## src/rtl/mux_scan_pkg.sv

```systemverilog
// Shared types and sizing for the mux scan sequencer.
// Continuous rescanning is enabled by defining MUX_SCAN_CONTINUOUS_EN.
package mux_scan_pkg;

  localparam int NCH   = 16;
  localparam int SEL_W = 4;
  localparam int CNT_W = 4;

  typedef enum logic [1:0] {
    S_IDLE   = 2'd0,
    S_SETTLE = 2'd1,
    S_DONE   = 2'd2
  } state_t;

endpackage

```

## src/rtl/mux_scan_sched_if.sv

```systemverilog
// Control-plane side of the scanner: start/mask request and result valid/ready handoff.
interface mux_scan_sched_if;
  import mux_scan_pkg::*;

  logic             start_pad;
  logic [NCH-1:0]   chan_mask_pad;
  logic             busy_pad;
  logic [NCH-1:0]   result_pad;
  logic             valid_pad;
  logic             ready_pad;

  modport slave (
    input  start_pad,
    input  chan_mask_pad,
    input  ready_pad,
    output busy_pad,
    output result_pad,
    output valid_pad
  );

  modport master (
    output start_pad,
    output chan_mask_pad,
    output ready_pad,
    input  busy_pad,
    input  result_pad,
    input  valid_pad
  );

endinterface

```

## src/rtl/mux_scan_next_chan.sv

```systemverilog
// Priority finder: next set mask bit strictly above i_cur, or the lowest set bit
// when i_from_start is high.
module mux_scan_next_chan
  import mux_scan_pkg::*;
(
  input  logic [NCH-1:0]   i_mask,
  input  logic [SEL_W-1:0] i_cur,
  input  logic             i_from_start,
  output logic [SEL_W-1:0] o_next,
  output logic             o_found
);

  always_comb begin
    o_next  = '0;
    o_found = 1'b0;
    for (int i = 0; i < NCH; i++) begin
      if (!o_found && i_mask[i] && (i_from_start || (i > int'(i_cur)))) begin
        o_found = 1'b1;
        o_next  = SEL_W'(i);
      end
    end
  end

endmodule

```

## src/rtl/mux_scan_sched.sv

```systemverilog
// Scans the 16:1 mux over the enabled channels, one settle interval per channel.
// Define MUX_SCAN_CONTINUOUS_EN to rescan with the latched mask after each handoff.
module mux_scan_sched
  import mux_scan_pkg::*;
#(
  parameter int unsigned SETTLE = 2
) (
  input  logic             clk_pad,
  input  logic             rst_n_pad,
  mux_scan_sched_if.slave  ctrl,
  input  logic             mux_out_pad,
  output logic [SEL_W-1:0] sel_pad,
  output logic             en_pad
);

  state_t           r_state, w_state_nxt;
  logic [SEL_W-1:0] r_sel, w_sel_nxt;
  logic [CNT_W-1:0] r_cnt, w_cnt_nxt;
  logic [NCH-1:0]   r_mask, w_mask_nxt;
  logic [NCH-1:0]   r_result, w_result_nxt;

  logic [NCH-1:0]   w_find_mask;
  logic             w_find_from_start;
  logic [SEL_W-1:0] w_find_next;
  logic             w_find_found;

  // Outside SETTLE the finder looks for the first channel of a new scan.
  assign w_find_mask       = (r_state == S_IDLE) ? ctrl.chan_mask_pad : r_mask;
  assign w_find_from_start = (r_state != S_SETTLE);

  mux_scan_next_chan u_next_chan (
    .i_mask       (w_find_mask),
    .i_cur        (r_sel),
    .i_from_start (w_find_from_start),
    .o_next       (w_find_next),
    .o_found      (w_find_found)
  );

  always_ff @(posedge clk_pad or negedge rst_n_pad) begin
    if (!rst_n_pad) begin
      r_state  <= S_IDLE;
      r_sel    <= '0;
      r_cnt    <= '0;
      r_mask   <= '0;
      r_result <= '0;
    end else begin
      r_state  <= w_state_nxt;
      r_sel    <= w_sel_nxt;
      r_cnt    <= w_cnt_nxt;
      r_mask   <= w_mask_nxt;
      r_result <= w_result_nxt;
    end
  end

  always_comb begin
    w_state_nxt  = r_state;
    w_sel_nxt    = r_sel;
    w_cnt_nxt    = r_cnt;
    w_mask_nxt   = r_mask;
    w_result_nxt = r_result;

    case (r_state)
      S_IDLE: begin
        if (ctrl.start_pad) begin
          w_mask_nxt   = ctrl.chan_mask_pad;
          w_result_nxt = '0;
          w_cnt_nxt    = '0;
          if (w_find_found) begin
            w_state_nxt = S_SETTLE;
            w_sel_nxt   = w_find_next;
          end else begin
            w_state_nxt = S_DONE;
            w_sel_nxt   = '0;
          end
        end
      end

      S_SETTLE: begin
        if (r_cnt == CNT_W'(SETTLE - 1)) begin
          w_result_nxt[r_sel] = mux_out_pad;
          w_cnt_nxt           = '0;
          if (w_find_found) begin
            w_sel_nxt = w_find_next;
          end else begin
            w_state_nxt = S_DONE;
            w_sel_nxt   = '0;
          end
        end else begin
          w_cnt_nxt = r_cnt + CNT_W'(1);
        end
      end

      S_DONE: begin
        if (ctrl.ready_pad) begin
`ifdef MUX_SCAN_CONTINUOUS_EN
          w_result_nxt = '0;
          w_cnt_nxt    = '0;
          if (w_find_found) begin
            w_state_nxt = S_SETTLE;
            w_sel_nxt   = w_find_next;
          end else begin
            w_state_nxt = S_DONE;
            w_sel_nxt   = '0;
          end
`else
          w_state_nxt = S_IDLE;
`endif
        end
      end

      default: begin
        w_state_nxt = S_IDLE;
        w_sel_nxt   = '0;
        w_cnt_nxt   = '0;
      end
    endcase
  end

  assign sel_pad         = r_sel;
  assign en_pad          = (r_state == S_SETTLE);
  assign ctrl.busy_pad   = (r_state != S_IDLE);
  assign ctrl.valid_pad  = (r_state == S_DONE);
  assign ctrl.result_pad = r_result;

endmodule

```

## src/flat_wrapper.sv

```systemverilog
// flat-port wrapper written by rule: the top's interface ports become plain ports
module mux_scan_sched_flat import mux_scan_pkg::*;
#(
  parameter int unsigned SETTLE = 2
)
  (clk_pad, rst_n_pad, mux_out_pad, sel_pad, en_pad, ctrl_start_pad, ctrl_chan_mask_pad, ctrl_ready_pad, ctrl_busy_pad, ctrl_result_pad, ctrl_valid_pad);
  mux_scan_sched_if ctrl_i ();
  input  logic clk_pad;
  input  logic rst_n_pad;
  input  logic mux_out_pad;
  output logic [SEL_W-1:0] sel_pad;
  output logic en_pad;
  input wire logic [$bits(ctrl_i.start_pad)-1:0] ctrl_start_pad;
  input wire logic [$bits(ctrl_i.chan_mask_pad)-1:0] ctrl_chan_mask_pad;
  input wire logic [$bits(ctrl_i.ready_pad)-1:0] ctrl_ready_pad;
  output wire logic [$bits(ctrl_i.busy_pad)-1:0] ctrl_busy_pad;
  output wire logic [$bits(ctrl_i.result_pad)-1:0] ctrl_result_pad;
  output wire logic [$bits(ctrl_i.valid_pad)-1:0] ctrl_valid_pad;
  assign ctrl_i.start_pad = ctrl_start_pad;
  assign ctrl_i.chan_mask_pad = ctrl_chan_mask_pad;
  assign ctrl_i.ready_pad = ctrl_ready_pad;
  assign ctrl_busy_pad = ctrl_i.busy_pad;
  assign ctrl_result_pad = ctrl_i.result_pad;
  assign ctrl_valid_pad = ctrl_i.valid_pad;
  mux_scan_sched #(.SETTLE(SETTLE)) u_core (.clk_pad(clk_pad), .rst_n_pad(rst_n_pad), .ctrl(ctrl_i), .mux_out_pad(mux_out_pad), .sel_pad(sel_pad), .en_pad(en_pad));
endmodule
```

## config.mk

```make
export PLATFORM = sky130hd
export DESIGN_NAME = mux_scan_sched_flat
export DESIGN_NICKNAME = d
export VERILOG_FILES = /design/src/rtl/mux_scan_pkg.sv /design/src/rtl/mux_scan_sched_if.sv /design/src/rtl/mux_scan_next_chan.sv /design/src/rtl/mux_scan_sched.sv /design/src/flat_wrapper.sv
export SDC_FILE = /design/constraint.sdc
export NUM_CORES = 1
export LEC_CHECK = 0
export BUFFER_PORTS_ARGS = -buffer_cell sky130_fd_sc_hd__buf_2
export CORE_MARGIN = 1
export CORE_UTILIZATION = 30
export DETAILED_ROUTE_END_ITERATION = 12
export PLACE_DENSITY_LB_ADDON = 0.05
export RECOVER_POWER = 100
export SLEW_MARGIN = 5
export SYNTH_ARGS = -nofsm -noshare
export SYNTH_HDL_FRONTEND = slang
export SYNTH_HIERARCHICAL = 1
export SYNTH_SLANG_ARGS = --single-unit
```

## constraint.sdc

```tcl
create_clock -name clk_pad -period 3.9 [get_ports clk_pad]
set_clock_uncertainty 0.15 [all_clocks]
set_input_delay 0.78 -clock clk_pad [delete_from_list [all_inputs] [get_ports clk_pad]]
set_output_delay 0.78 -clock clk_pad [all_outputs]
set_load 0.02 [all_outputs]
```

### Word-level counts from Yosys, hierarchy flattened

Cells that the tools add are included.

| storage, ports and cells | value |
|---|---|
| bits in registers | 42 |
| input port bits | 21 |
| output and inout bits | 23 |
| word-level logic and storage cells | 153 |

| operators by class | value |
|---|---|
| add/subtract/negate cells | 1 |
| magnitude comparators | 17 |
| equality and inequality tests | 8 |
| multiplexer cells | 51 |
| bitwise operators | 1 |
| reduce and logical (&&, ||, !) cells | 70 |

Operators with widths:

| cell | number |
|---|---|
| $mux 4 | 18 |
| $mux 16 | 3 |
| $gt 4x4->1 const A | 8 |
| $logic_and 1x1->1 | 32 |
| $pmux 16 s2 | 1 |
| $pmux 4 s3 | 2 |
| $mux 1 | 18 |
| $bwmux 16 | 1 |
| $gt 3x4->1 const A | 4 |
| $logic_not 1->1 | 15 |
| $logic_or 1x1->1 | 15 |
| $mux 2 | 6 |
| $gt 2x4->1 const A | 2 |
| $ne 2x2->1 const B | 3 |
| $pmux 2 s3 | 1 |
| $reduce_and 3->1 | 2 |
| $lt 4x5->1 const B | 1 |
| $add 4x1->4 const B | 1 |
| $demux 1 s4 | 1 |
| $eq 4x1->1 const B | 1 |
| $ge 4x1->1 const B | 1 |
| $gt 1x4->1 const A | 1 |
| $ne 2x1->1 const B | 2 |
| $reduce_and 2->1 | 2 |
| other kinds (6) | 7 |

### Depth between registers and ports, before layout

Gate-level depths: netlist of the first run.

| logic depth | value |
|---|---|
| word-level depth | 67 |
| mapped depth | 12 |
| gate-level depth less buffers | 9 |

### By module

Netlist of the first run, hierarchy kept.

By module, submodules not included:

| module | times used | cells an instance | area each (µm²) | sequential area each (µm²) |
|---|---|---|---|---|
| mux_scan_sched | 1 | 180 | 2,193.4 | 1,051.0 |
| mux_scan_next_chan | 1 | 74 | 454.2 | 0.0 |

### Worst setup path after synthesis of the first run

OpenSTA, ideal clock, no wires.

| timing | value |
|---|---|
| path type | register to register |
| from | reg u_core.r_state[0] |
| to | reg u_core.r_state[0] |
| arrival | 2,607 ps |
| required time | 3,624 ps |
| setup slack | 1,017 ps |
| stages on the path, launching flop included | 11 |
| buffers on the path | 2 |
| period minus slack after synthesis | 2,883 ps |
| path through | dfrtp_1 buf_6 nor2_1 buf_2 mux2_2 or2_2 a21oi_1 nor3b_1 nand2b_1 o21ai_0 a21oi_1 |

| between the ends | value |
|---|---|
| elaborated cells on any way between the ends | 90 |
| those cells by class | eq/ne (7); mux (20); reduce/logical (63) |

RTL lines:

| what | RTL line | RTL |
|---|---|---|
| from (decl) | mux_scan_sched.sv:16 | `state_t r_state, w_state_nxt;` |
| from (signal assigned) | mux_scan_sched.sv:47 | `r_state <= w_state_nxt;` |
| $logic_not 2->1 (*) | mux_scan_sched.sv:28 | `assign w_find_mask = (r_state == S_IDLE) ? ctrl.chan_mask_pad : r_mask;` |
| $mux 16 (*) | mux_scan_sched.sv:28 |  |
| via u_core.w_find_mask[14] | mux_scan_sched.sv:22 | `logic [NCH-1:0] w_find_mask;` |
| $logic_and 1x1->1 (*) (2 in series) | mux_scan_next_chan.sv:17 | `if (!o_found && i_mask[i] && (i_from_start \|\| (i > int'(i_cur)))) begin` |
| $mux 1 (*) | mux_scan_next_chan.sv:17 |  |
| $logic_not 1->1 | mux_scan_next_chan.sv:17 |  |
| $logic_and 1x1->1 (2 in series) | mux_scan_next_chan.sv:17 |  |
| $mux 1 (*) | mux_scan_next_chan.sv:17 |  |
| via u_core.w_find_found | mux_scan_sched.sv:25 | `logic w_find_found;` |
| $mux 2 | mux_scan_sched.sv:68 | `if (w_find_found) begin` |
| $mux 2 | mux_scan_sched.sv:64 | `if (ctrl.start_pad) begin` |
| $pmux 2 s3 | mux_scan_sched.sv:62 | `case (r_state)` |

Mark *: on every way through the listed nets, which the timed path passes. The rest lies on a longest branch. The select of a mux whose other input is x is not followed.
A chain may end at the register's enable or synchronous reset.

### Worst setup path in the final report of the first run

Same ends and word-level chain as after synthesis.

==> impl_metrics.toml, run 1 <==
[grt]
grt_pass1_wl_mm = 11.2
grt.overflow.total = 0
grt_antenna_before_repair = 0
number_of_global_route_vias_before_repair = 2095
gr-usage-all-layers_pct = 16.3
maximum_number_of_pins_on_one_net_before_global_route_repair = 43

[synth]
netlist_top_cells_area = "dfrtp_1 (40%), mux2_2 (14%), o211a_1 (3.4%)"
yosys_warns = 6
post_synthesis_instance_total = 254
syn-num-nets = 277
avgSynthCellArea_um2 = 10.4
synth-edff-count = 0
synth_common_cells = "dfrtp_1 (42), mux2_2 (32), nor2_1 (12)"
portion_of_synthesized_cell_area_occupied_by_the_leading_cell_type_pct = 39.7
postSynth.asyncResetShare_pct = 100
ys_seq_elements = 42
post_synthesis_instance_area_um2 = 2650
yosys.area.top_type = "dfrtp_1"
synth_seq_area_share_pct = 39.7
postSynth.topFlopCell = "dfrtp_1"
synth.distinct_cells = 52
yosysMostFrequentCell = "dfrtp_1"

[timing]
setup_tns_ps = 0
min_period_over_period_pct = 76.0
final-max-slew-violation-count = 43
setup_viol = 0
hold_viol_final = 0
grt_setup_unrepaired = "no"
worst_slew_pin_slew_ps = 2400
max_freq_mhz = 337
setup_slack_ps = 934
post-route-min-period_ps = 2970
worst_slew_margin_rel_pct = -59.7

[placed_design]
detailedPlacementHpwl_mm = 4.57
io_buffers = 43
post_place_cells = 385
postPlaceCellArea_um2 = 2890
pre_cts_ws_ps = 968
gp_congestion = 0.709

[min_path]
hold-path-cell-count = 1
hold_path_startpoint = "u_core/r_mask[9]"
min_to = "u_core/r_mask[9]"
min-delay-path-class = "reg -> reg"

[critical_path]
critical_path_cell_count = 9
setup.reg_to_reg.worst_slack_ps = 930
cp_endpoint_kind = "flip-flop"
timing.critical_path.slowest_stage_cell = "dfrtp_1"
crit_path_cell_trace = "nor2_1, buf_4, mux2_1, or2_2, a21oi_1, nor3b_1, nand2b_1, o21ai_0, a21oi_1"
max_stage_delay_ps = 480
timing.critical_path.max_delay_family = "simple AND/OR/NAND/NOR gates"
worst-path-buf-inv = 1
critical_path_required_ps = 3930
r2r-start = "u_core/r_state[0]"
cp-start-kind = "flip-flop"
critPathArrivalTime_ps = 2990
critical_path.startpoint = "u_core/r_state[0]"
criticalPathCategory = "reg -> reg"
crit_path_max_fanout = 17
crit-reg2reg-capture = "u_core/r_state[0]"
crit_top_cell = "a21oi_1"
reg2regPathDepth = 9

[final_layout]
layout-area-overhead-vs-synth_pct = 11.2
antenna-diode-count = 0
layout.filler_cells = 874
post_route_cells_drive_above_1_share_pct = 22.6
nNetsFinal = 310
multiInputGateArea_um2 = 1430
ff_latch_area_um2 = 1050
final-instance-count-excl-fill = 393
layout.cell_area.non_filler_um2 = 2940

[clocking]
cts_root_buf = "clkbuf_8"
cts_htree_levels = 2
cts-resized-gates = 0
tritoncts.num_buffers = 5
tritoncts = "yes"
skew_pair_late_insertion_delay_ps = 300
max-clock-path-buffers = 2
cts-hold-fix-buffers = 0
numClockSinks = 42
path_clk_slew_ps = 80
post-cts-setup-buffers = 0

[pwr]
power.switching_fraction_pct = 42.2
p_leak_nw = 1.13
irDropWorstVdd_mv = 0.189
p_switching_mw = 0.703
power_density_nw_per_um2 = 565
power_frac_seq_pct = 39.1
clockPowerShare_pct = 18.1
power_report.internal_total_mw = 0.962
total_power_mw = 1.66
share_of_power_burned_in_combinational_logic_pct = 42.8

[floorplan]
die_w_um = 95.9
floorplan.core_area_um2 = 8380
floorplan.io_pins = 44
die_area_um2 = 9200
fp-row-count = 33
fp.dieH_um = 95.9
floorplan.initialDensity_pct = 31.6

[run]
max_cap_violations = 1

[detailed_routing]
ant_nets = 0
routedWlPerCell_um = 17.3
routed_wl_mm = 6.81
route.detailed.drc = 0
avgViaCountPerCell = 5.45
vias = 2140
drt_pass_1_iters = 4
first_iter_violations = 86

[run_status]
status = "complete, but fails checks"
violated_checks = "capacitance limit, slew limit"
per-stage QoR:
step / hold WS, ps / util, %
after floorplan: 325 / -
after global placement: 333 / 34.5
after detailed placement: 339 / 34.5
after CTS: 364 / 35.5
after global routing: 374 / 35.1
final: 357 / 35.1
kinds of logic after synthesis:
kind of cell               after synthesis  synth area share [%]
AOI/OAI and AO/OA                       79                  24.0
DFF                                     42                  39.7
muxes                                   33                  14.0
xor gates and xnor gates                 1                 0.331
adders and majority gates                2                 0.945
buffers and inverters                   30                  6.43
and+or+nand+nor                         67                  14.7
placed cells by master (no fill, tap or decap), types with 3 or more instances in the layout:
| cell type | instances |
|---|---|
| dfrtp_1 | 42 |
| mux2_2 | 31 |
| clkbuf_1 | 25 |
| buf_2 | 21 |
| nor2_1 | 12 |
| o21ai_0 | 11 |
| inv_1 | 9 |
| o211a_1 | 9 |
| nand2_1 | 8 |
| a211o_1 | 8 |
| nor3_1 | 8 |
| a221o_1 | 8 |
| nand2b_1 | 7 |
| clkbuf_8 | 6 |
| nor2b_1 | 6 |
| o311a_1 | 6 |
| a21oi_1 | 6 |
| o2bb2ai_1 | 5 |
| nor4_1 | 5 |
| a32o_1 | 4 |
| nand3_1 | 3 |
| and3b_1 | 3 |
| a31oi_1 | 3 |
sequential cells by signal (all words and copies together) (netlist names):
name / count
u_core/r_mask: 16
u_core/r_cnt: 4
u_core/ctrl.result_pad: 16
u_core/sel_pad: 4
u_core/r_state: 2
worst max-delay path by stage:
stage	endpoint	slack (ps)
floorplan	u_core/r_state[0]	1020
global placement	u_core/r_state[0]	990
detailed placement	u_core/r_state[0]	970
CTS	u_core/r_state[0]	940
global route	u_core/ctrl.result_pad[11]	630
finish	u_core/r_state[0]	930
cell type report:
| type | count | area share, % |
|---|---|---|
| timing repair buffer | 47 | 7.14 |
| inverter | 9 | 1.15 |
| sequential | 42 | 35.7 |
| multi-input combinational | 182 | 48.4 |
| clock inverter | 1 | 0.170 |
| clock buffer | 7 | 2.93 |
| tap | 105 | 4.46 |
per-layer routing:
layer,global-route usage [%],wire (µm),vias up
met5,0,0,-
met4,4.10,70,0
met3,2.92,266,6
met2,24.4,2940,38
met1,24.0,3530,1058
li1,-,-,1038
power groups by stage:
stage	clock (mW)	sequential [mW]	combinational, mW
6_report	0.300	0.651	0.713
5_1_grt	0.334	0.678	0.797
2_1_floorplan	0	0.614	0.602
3_3_place_gp	0	0.666	0.727
3_5_place_dp	0	0.666	0.724
4_1_cts	0.318	0.657	0.728
(Power assumes the default switching activity.)
==> inputs of run 2 (changes only) <==
==> constraint.sdc (replaced) <==
create_clock -name clk_pad -period 2.8 [get_ports clk_pad]
set_clock_uncertainty 0.15 [all_clocks]
set_input_delay 0.56 -clock clk_pad [delete_from_list [all_inputs] [get_ports clk_pad]]
set_output_delay 0.56 -clock clk_pad [all_outputs]
set_load 0.02 [all_outputs]
==> impl_metrics.toml, run 2 (same netlist as run 1, synthesis figures left out) <==
[critical_path]
cp_endpoint_kind = "flip-flop"
crit_path_max_fanout = 17
setup.reg_to_reg.worst_slack_ps = 180
critPathArrivalTime_ps = 2660
cp-start-kind = "flip-flop"
critical_path_required_ps = 2840
criticalPathCategory = "reg -> reg"

[clocking]
cts_root_buf = "clkbuf_8"
tritoncts = "yes"
skew_pair_late_insertion_delay_ps = 290
cts_htree_levels = 2
cts-hold-fix-buffers = 0
numClockSinks = 42
tritoncts.num_buffers = 5
max-clock-path-buffers = 2
path_clk_slew_ps = 80
post-cts-setup-buffers = 0

[placed_design]
pre_cts_ws_ps = 26.6
gp_congestion = 0.765
post_place_cells = 395
io_buffers = 43
detailedPlacementHpwl_mm = 4.92

[timing]
setup_viol = 0
worst_slew_margin_rel_pct = 33.1
hold_viol_final = 0
post-route-min-period_ps = 2620
worst_slew_pin_slew_ps = 1000
setup_tns_ps = 0
setup_slack_ps = 176
min_period_over_period_pct = 93.7
max_freq_mhz = 381
grt_setup_unrepaired = "no"
final-max-slew-violation-count = 0
hold_slack_ps = 246

[detailed_routing]
routedWlPerCell_um = 17.6
drt_pass_1_iters = 4
route.detailed.drc = 0
first_iter_violations = 98
ant_nets = 0
avgViaCountPerCell = 5.56
vias = 2231
routed_wl_mm = 7.04

[grt]
number_of_global_route_vias_before_repair = 2144
maximum_number_of_pins_on_one_net_before_global_route_repair = 27
grt_pass1_wl_mm = 11.6
grt.overflow.total = 0
gr-usage-all-layers_pct = 16.6
grt_antenna_before_repair = 0

[floorplan]
floorplan.initialDensity_pct = 31.6
fp-row-count = 33
die_w_um = 95.9
floorplan.core_area_um2 = 8380
die_area_um2 = 9200
fp.dieH_um = 95.9
floorplan.io_pins = 44

[final_layout]
utilization_pct = 36.3
leading_cell_types_in_the_layout_fill_and_taps_excluded = "dfrtp_1 (42), mux2_2 (32), clkbuf_1 (24)"
final-instance-count-excl-fill = 401
layout_commonest_cell = "dfrtp_1"
layout-area-overhead-vs-synth_pct = 14.8
antenna-diode-count = 0
nNetsFinal = 320
post_route_cells_drive_above_1_share_pct = 27.4

[run]
max_cap_violations = 0

[run_status]
status = "finished, final reports clean"

[pwr]
p_leak_nw = 1.18
irDropWorstVdd_mv = 0.272
power_density_nw_per_um2 = 782

[min_path]
min-delay-path-class = "in -> async"
-- run 2: per-layer routing --
metal  track usage (%)  wire length, µm
met4              4.48               70
met1              24.6             3600
met3              2.92              276
met2              24.7             3090
met5                 0                0
-- run 2: critical path: stages, from the launching register on --
cell     delay [ps]
dfrtp_1         430
nor2_2          170
buf_12          170
mux2_2          370
or2_2           290
a21oi_2         170
buf_4           130
a21oi_1          60
o31a_1          330
a32o_1          250
-- run 2: path summary, 6_finish.rpt --
path,startpoint,to,cells past startpoint
hold / removal,rst_n_pad,u_core/r_mask[14],1
setup / recovery,u_core/r_state[1],u_core/sel_pad[2],9
max in group asynchronous,rst_n_pad,u_core/ctrl.result_pad[7],2
min in group clk_pad,ctrl_chan_mask_pad[13],u_core/r_mask[13],2
setup reg to reg,u_core/r_state[1],u_core/sel_pad[2],9
hold reg to reg,u_core/r_mask[12],u_core/r_mask[12],1
-- run 2: per-stage QoR --
stage	instance area (µm²)	power [mW]
2_1_floorplan	2650	1.69
3_3_place_gp	2980	1.99
3_5_place_dp	2980	1.98
4_1_cts	3060	2.41
5_1_grt	3040	2.57
6_report	3040	2.38
-- run 2: power breakdown --
part,switching [mW],internal [mW]
Clock,0.213,0.191
Combinational,0.625,0.474
Sequential,0.158,0.717
-- run 2: what timing repair did --
item,in CTS,in global routing
endpoints found under the setup margin,0,6
resized for setup,0,6
endpoints found under the hold margin,0,0
-- run 2: cell type report --
class / count / area [µm²]
Clock buffer: 6 / 82.6
Multi-Input combinational cell: 182 / 1450
Fill cell: 888 / 5340
Timing Repair Buffer: 57 / 288
Sequential cell: 42 / 1050
Inverter: 9 / 33.8
Tap cell: 105 / 131
